**config.mk**
```make
export PLATFORM = sky130hd
export DESIGN_NAME = conway_run_ctrl
export DESIGN_NICKNAME = d
export VERILOG_FILES = /design/src/rtl/conway_run_ctrl.sv
export SDC_FILE = /design/constraint.sdc
export NUM_CORES = 1
export LEC_CHECK = 0
export ABC_AREA = 1
export CAP_MARGIN = 20
export CORE_ASPECT_RATIO = 1.4
export CORE_MARGIN = 5
export CORE_UTILIZATION = 38
export CTS_CLUSTER_DIAMETER = 80
export CTS_CLUSTER_SIZE = 12
export DETAILED_ROUTE_END_ITERATION = 10
export PLACE_DENSITY = 0.8
export RECOVER_POWER = 100
export SLEW_MARGIN = 10
export SYNTH_ARGS = -nofsm -noshare
export SYNTH_HDL_FRONTEND = slang
export SYNTH_SLANG_ARGS = --single-unit
```
**constraint.sdc**
```tcl
create_clock -name CLK -period 2 [get_ports CLK]
set_input_delay 0.4 -clock CLK [delete_from_list [all_inputs] [get_ports CLK]]
set_output_delay 0.4 -clock CLK [all_outputs]
set_load 0.03 [all_outputs]
```
**src/rtl/conway_run_ctrl.sv**
```systemverilog
// Load/commit/run sequencer for the 8x8 Conway core; stops on extinction, still life or limit.
// Optional period-2 stop detection is built when CONWAY_PERIOD2_DETECT_EN is defined.
module conway_run_ctrl #(
    parameter int GEN_W = 16
) (
    input  logic             CLK,
    input  logic             RESET_N,
    input  logic             START,
    input  logic [GEN_W-1:0] RUN_GENS,
    input  logic [7:0]       ROW_DATA,
    input  logic             ROW_VALID,
    output logic             ROW_READY,
    input  logic [63:0]      CURRENT_STATE,
    input  logic [63:0]      NEXT_STATE,
    output logic [63:0]      INITIAL_STATE,
    output logic             CLK_EN,
    output logic             LOAD_RUN,
    output logic             BUSY,
    output logic             DONE,
    output logic [1:0]       STOP_REASON,
    output logic [GEN_W-1:0] GEN_COUNT
);

    typedef enum logic [2:0] {
        S_IDLE,
        S_LOAD,
        S_COMMIT,
        S_RUN,
        S_DONE
    } state_t;

    state_t           r_state;
    state_t           w_next;
    logic [GEN_W-1:0] r_limit;
    logic [63:0]      r_init;
    logic [2:0]       r_idx;
    logic [GEN_W-1:0] r_gen;
    logic             r_done;
    logic [1:0]       r_reason;
    logic             r_load_run;
    logic             r_clk_en;
`ifdef CONWAY_PERIOD2_DETECT_EN
    logic [63:0]      r_prev;
`endif

    logic             w_en_req;
    logic             w_start_ok;
    logic             w_xfer;
    logic             w_stop;
    logic [1:0]       w_reason;

    always_comb begin
        w_next     = r_state;
        w_en_req   = 1'b0;
        w_start_ok = 1'b0;
        w_xfer     = 1'b0;
        w_stop     = 1'b0;
        w_reason   = 2'd0;
        unique case (r_state)
            S_IDLE, S_DONE: begin
                if (START) begin
                    w_start_ok = 1'b1;
                    w_next     = S_LOAD;
                end
            end
            S_LOAD: begin
                if (ROW_VALID) begin
                    w_xfer = 1'b1;
                    if (r_idx == 3'd7)
                        w_next = S_COMMIT;
                end
            end
            S_COMMIT: begin
                w_en_req = 1'b1;
                w_next   = S_RUN;
            end
            S_RUN: begin
                if (CURRENT_STATE == 64'd0) begin
                    w_stop   = 1'b1;
                    w_reason = 2'd1;
                end else if (NEXT_STATE == CURRENT_STATE) begin
                    w_stop   = 1'b1;
                    w_reason = 2'd2;
                end
`ifdef CONWAY_PERIOD2_DETECT_EN
                else if (r_gen != '0 && NEXT_STATE == r_prev) begin
                    w_stop   = 1'b1;
                    w_reason = 2'd3;
                end
`endif
                else if (r_gen == r_limit) begin
                    w_stop   = 1'b1;
                    w_reason = 2'd0;
                end
                if (w_stop)
                    w_next = S_DONE;
                else
                    w_en_req = 1'b1;
            end
            default: w_next = S_IDLE;
        endcase
    end

    always_ff @(posedge CLK or negedge RESET_N) begin
        if (!RESET_N) begin
            r_state    <= S_IDLE;
            r_limit    <= '0;
            r_init     <= '0;
            r_idx      <= '0;
            r_gen      <= '0;
            r_done     <= 1'b0;
            r_reason   <= 2'd0;
            r_load_run <= 1'b0;
        end else begin
            r_state <= w_next;
            if (w_start_ok) begin
                r_limit    <= RUN_GENS;
                r_init     <= '0;
                r_idx      <= '0;
                r_gen      <= '0;
                r_done     <= 1'b0;
                r_load_run <= 1'b0;
            end
            if (w_xfer) begin
                r_init[8*r_idx +: 8] <= ROW_DATA;
                r_idx                <= r_idx + 3'd1;
            end
            if (r_state == S_COMMIT)
                r_load_run <= 1'b1;
            if (r_state == S_RUN) begin
                if (w_stop) begin
                    r_done   <= 1'b1;
                    r_reason <= w_reason;
                end else if (r_gen != '1) begin
                    r_gen <= r_gen + 1'b1;
                end
            end
        end
    end

`ifdef CONWAY_PERIOD2_DETECT_EN
    always_ff @(posedge CLK or negedge RESET_N) begin
        if (!RESET_N)
            r_prev <= '0;
        else if (r_state == S_COMMIT)
            r_prev <= '0;
        else if (r_state == S_RUN && !w_stop)
            r_prev <= CURRENT_STATE;
    end
`endif

    // Falling-edge retime keeps the gate stable while CLK is high.
    always_ff @(negedge CLK or negedge RESET_N) begin
        if (!RESET_N)
            r_clk_en <= 1'b0;
        else
            r_clk_en <= w_en_req;
    end

    assign ROW_READY     = (r_state == S_LOAD);
    assign BUSY          = (r_state == S_LOAD) || (r_state == S_COMMIT)
                           || (r_state == S_RUN);
    assign INITIAL_STATE = r_init;
    assign CLK_EN        = r_clk_en;
    assign LOAD_RUN      = r_load_run;
    assign DONE          = r_done;
    assign STOP_REASON   = r_reason;
    assign GEN_COUNT     = r_gen;

endmodule
```
==> out/results.txt <==
The run finished, with violations left. The checks that failed: negative setup slack. The synthesized area is 6570 um^2, and the number of antenna-violating nets in the routed design is 0. Compared with the post-synthesis result, the final layout area differs by 52.1%. VDD sags by at most 0.868 mV.

The logs give 0 for the max-cap check violation count and 22200 um for the total wirelength of the detailed-routed design. For the worst setup path, the data arrival time is 1.62 ns. The clock tree root driver cell is sky130_fd_sc_hd__clkbuf_16. The tools report the critical path capture point type as a flip-flop. The tools report the worst setup slack after layout as -0.419 ns. The via-per-instance ratio works out to 4.69.

The final route contains 7175 vias. Sequential elements use 40.7% of the synthesized area. By instance count, the leading cell after synthesis is sky130_fd_sc_hd__nand2_1. In this run, CTS created clock tree buffers numbering 9. The core region is 17200 um^2. Logic depth of the worst register-to-register path: 9. Routability-driven placement finished with a final weighted congestion of 0.924. The effective utilization at floorplan came out at 38.2%. Per-instance average area after synthesis: 6.72 um^2.

Across the routed clock network, the largest skew measured is 0.0105 ns. Measured on the finished design, the core utilization comes to 58.1%. By area the synthesized netlist is led by sky130_fd_sc_hd__dfrtp_1 (40%), sky130_fd_sc_hd__nand2_1 (18%), sky130_fd_sc_hd__inv_1 (8.6%).

The kind of start point of the critical path is a flip-flop. The share of total power dissipated in the clock network is 20.8%. Entering global routing, the biggest net connects 107 pins. The startpoint of the most critical register-to-register path was GEN_COUNT[8]. Synthesis produced 978 cells. The CTS sink count was 107; the vertical die dimension was 166 um. The synthesized design contains 0 enable-type register cells. The share of total power in sequential cells is 32.9%. The number of global-route vias before repair is 7215. For this run, asynchronously set or reset flops after synthesis account for 100%. The normalized max-slew margin is 3.33%, and the routing usage on met2 is 39.4%.

The most used cell along the critical path was sky130_fd_sc_hd__nand2_1. For the die outline area, the log shows 20100 um^2. By count the netlist is led by sky130_fd_sc_hd__nand2_1 (308), sky130_fd_sc_hd__inv_1 (151), sky130_fd_sc_hd__nor2_1 (127), sky130_fd_sc_hd__dfrtp_1 (106), sky130_fd_sc_hd__nand3_1 (101). The tightest min-delay check is of the reg2reg type. The analysis attributes to cell leakage a power of 0.00544 uW.

The clock tree synthesis step divided the H-tree into 3 levels. For the total count of max-transition violations in the final report, the log shows 0. The worst register-to-register path has a setup slack of -0.42 ns. In this run, the combinational gates consume 46.3% of the power.

For this run, the leading register cell type out of synthesis is sky130_fd_sc_hd__dfrtp_1. For the number of antenna violations at the first check in global routing, the log shows 9. The total DRC errors in the routed layout was 0. The count of port buffers added during placement was 242; the internal power summed over all cells was 5040 uW.

Counting along the longest clock path gives a buffer depth of 2. For the distinct cell type count of the synthesized netlist, the log shows 34. The run gives 17400 um as the HPWL after detailed placement.

The worst hold path was traced through 2 stages. The tools report the number of nets in the finished design as 1444. The biggest area consumer among synthesized cells is sky130_fd_sc_hd__dfrtp_1. The floorplan has 57 rows. The met1 track demand over resource was 23.1%; the clock transition at the registers of the reported paths was 0.08 ns. The final number of hold-violating endpoints came out at 0. The pin slew with the least headroom to its limit was 1.45 ns. The endpoint identified for the worst register-to-register timing path is CLK_EN. The iteration-0 DRC count of the detailed router came out at 369.

The first TritonRoute pass finished after 5 iterations. The critical path required time was 1.20 ns; the synthesized netlist net count was 1142. The power per standard cell area works out to 859 nW/um^2. The number of warning messages in the yosys log came out at 0. The destination of the critical timing path was CLK_EN.

Power comes to 8590 uW. Global routing consumed, over all layers together, 21.6% of the routing resources. The critical path starts at GEN_COUNT[8]. The total net switching power is 3550 uW, and the fraction of final layout cells with drive strength greater than 1 is 11.0%. The wire length per cell after detailed routing came out at 14.5 um. In this run the worst path has a maximum fanout of 2.

The run gives 2 as the number of setup violations in the final report. The layer flagged by global routing as most heavily used is met2. The first global-routing pass estimated 35100 um of wire. 243 I/O pins were placed. TritonCTS built the clock tree. The worst setup path is of the reg2reg kind.

Walking the worst path, the cells encountered are xor2_1, nor2_1, nand2_1, nor2_1, nand2_1, nand2_1, inv_2, nand3_4, nand2_1. For this run, the slowest stage of the critical path takes 0.41 ns. Global routing consumed, on the met3 layer, 7.40% of the routing resources. For this run the aggregate overflow at the end of global routing stands at 0. Of the total power, the share spent switching nets is 41.3%. The width of the chip was 121 um. The share of synthesized area in the top cell type comes to 40.4%. Setup repair after global routing could not meet its margin everywhere. Counting flops and latches in the post-synthesis netlist gives 107.

Critical-path cell with the highest stage delay: sky130_fd_sc_hd__dfrtp_2. The latest clock arrival within the worst-skew pair came out at 0.35 ns.
## critical path: cells and delay by family (launching register included)
family | cells | cell delay [ns]
DFF | 1 | 0.41
xor gates and xnor gates | 1 | 0.16
buffers and inverters | 1 | 0.05
and+or+nand+nor | 7 | 0.63
## power groups by stage
stage	Sequential [uW]	Clock [uW]	Combinational (uW)
after global placement	2850	0	4020
final	2820	1790	3970
after global routing	2880	1910	4390
after floorplan	3270	0	1820
after CTS	2830	1830	4010
after detailed placement	2870	0	4080
## flip-flops by register name, indices dropped and copies added, names as in the netlist
signal,count
INITIAL_STATE,64
LOAD_RUN,1
r_state,3
GEN_COUNT,16
CLK_EN,1
STOP_REASON,2
r_idx,3
r_limit,16
DONE,1
## cells by family (layout without fill, tap and decap cells)
kind of cell,Yosys count,count (layout),synth area share (%)
and+or+nand+nor,564,564,35.7
xor gates and xnor gates,29,29,3.86
adders and majority gates,8,8,1.52
AOI/OAI and AO/OA,89,89,7.42
other,0,8,0
DFF,107,107,40.7
buffers and inverters,181,488,10.8
## worst min-delay path by stage
stage,from,endpoint,slack [ns]
global route,LOAD_RUN,LOAD_RUN,0.52
floorplan,RESET_N,DONE,0.10
finish,STOP_REASON[0],STOP_REASON[0],0.48
global placement,DONE,DONE,0.46
CTS,RESET_N,INITIAL_STATE[12],0.20
detailed placement,STOP_REASON[0],STOP_REASON[0],0.47
## cell usage in the layout (no fill, tap or decap), drive strengths merged
master           n
inv            156
dfrtp          106
o21ai           69
dlygate4sd2    128
clkdlybuf4s50   35
diode            8
nor2           128
buf             67
dlygate4sd3     68
dlymetal6s2s     1
nand2          311
xor2            28
o41ai            1
a31oi            2
nand3          101
clkbuf          27
xnor2            1
nand4            5
clkinvlp         2
or2              1
o31ai            9
a22oi            4
ha               8
clkinv           4
dfrtn            1
o22ai            1
nor3            18
a21oi            2
o21a             1
## repair_timing
item,CTS,global route
buffers inserted,3,7
hold buffers,0,0
cloned,0,1
pin swaps,50,25
endpoints found under the setup margin,16,42
endpoints found under the hold margin,0,0
gates resized for setup,139,32
## routing by layer
metal,up-vias,share of wire (%)
li1,3648,-
met1,3270,37
met2,216,52
met3,39,8.5
met4,2,2.4
met5,-,0.059
## area by class of cell
class	count	area, um^2
flip-flops and latches	107	2690
clock inverters	7	78.8
repair buffers	317	2790
well taps	236	295
multi-input cells	690	3310
diodes	8	20.0
inverters	155	588
clock buffers	9	225
fillers	1602	7190
## per-stage QoR
| step | setup TNS (ns) | instance area, um^2 | instances | hold slack, ns | setup slack (ns) |
|---|---|---|---|---|---|
| after floorplan | -0.426 | 6650 | 978 | 0.104 | -0.426 |
| after global placement | -7.39 | 9740 | 1494 | 0.462 | -0.976 |
| after detailed placement | -8.28 | 9740 | 1494 | 0.475 | -1.02 |
| after CTS | -0.750 | 9920 | 1513 | 0.196 | -0.400 |
| after global routing | -3.50 | 9990 | 1528 | 0.521 | -0.508 |
| final | -0.745 | 9990 | 1529 | 0.483 | -0.419 |
(Power assumes the default switching activity.)
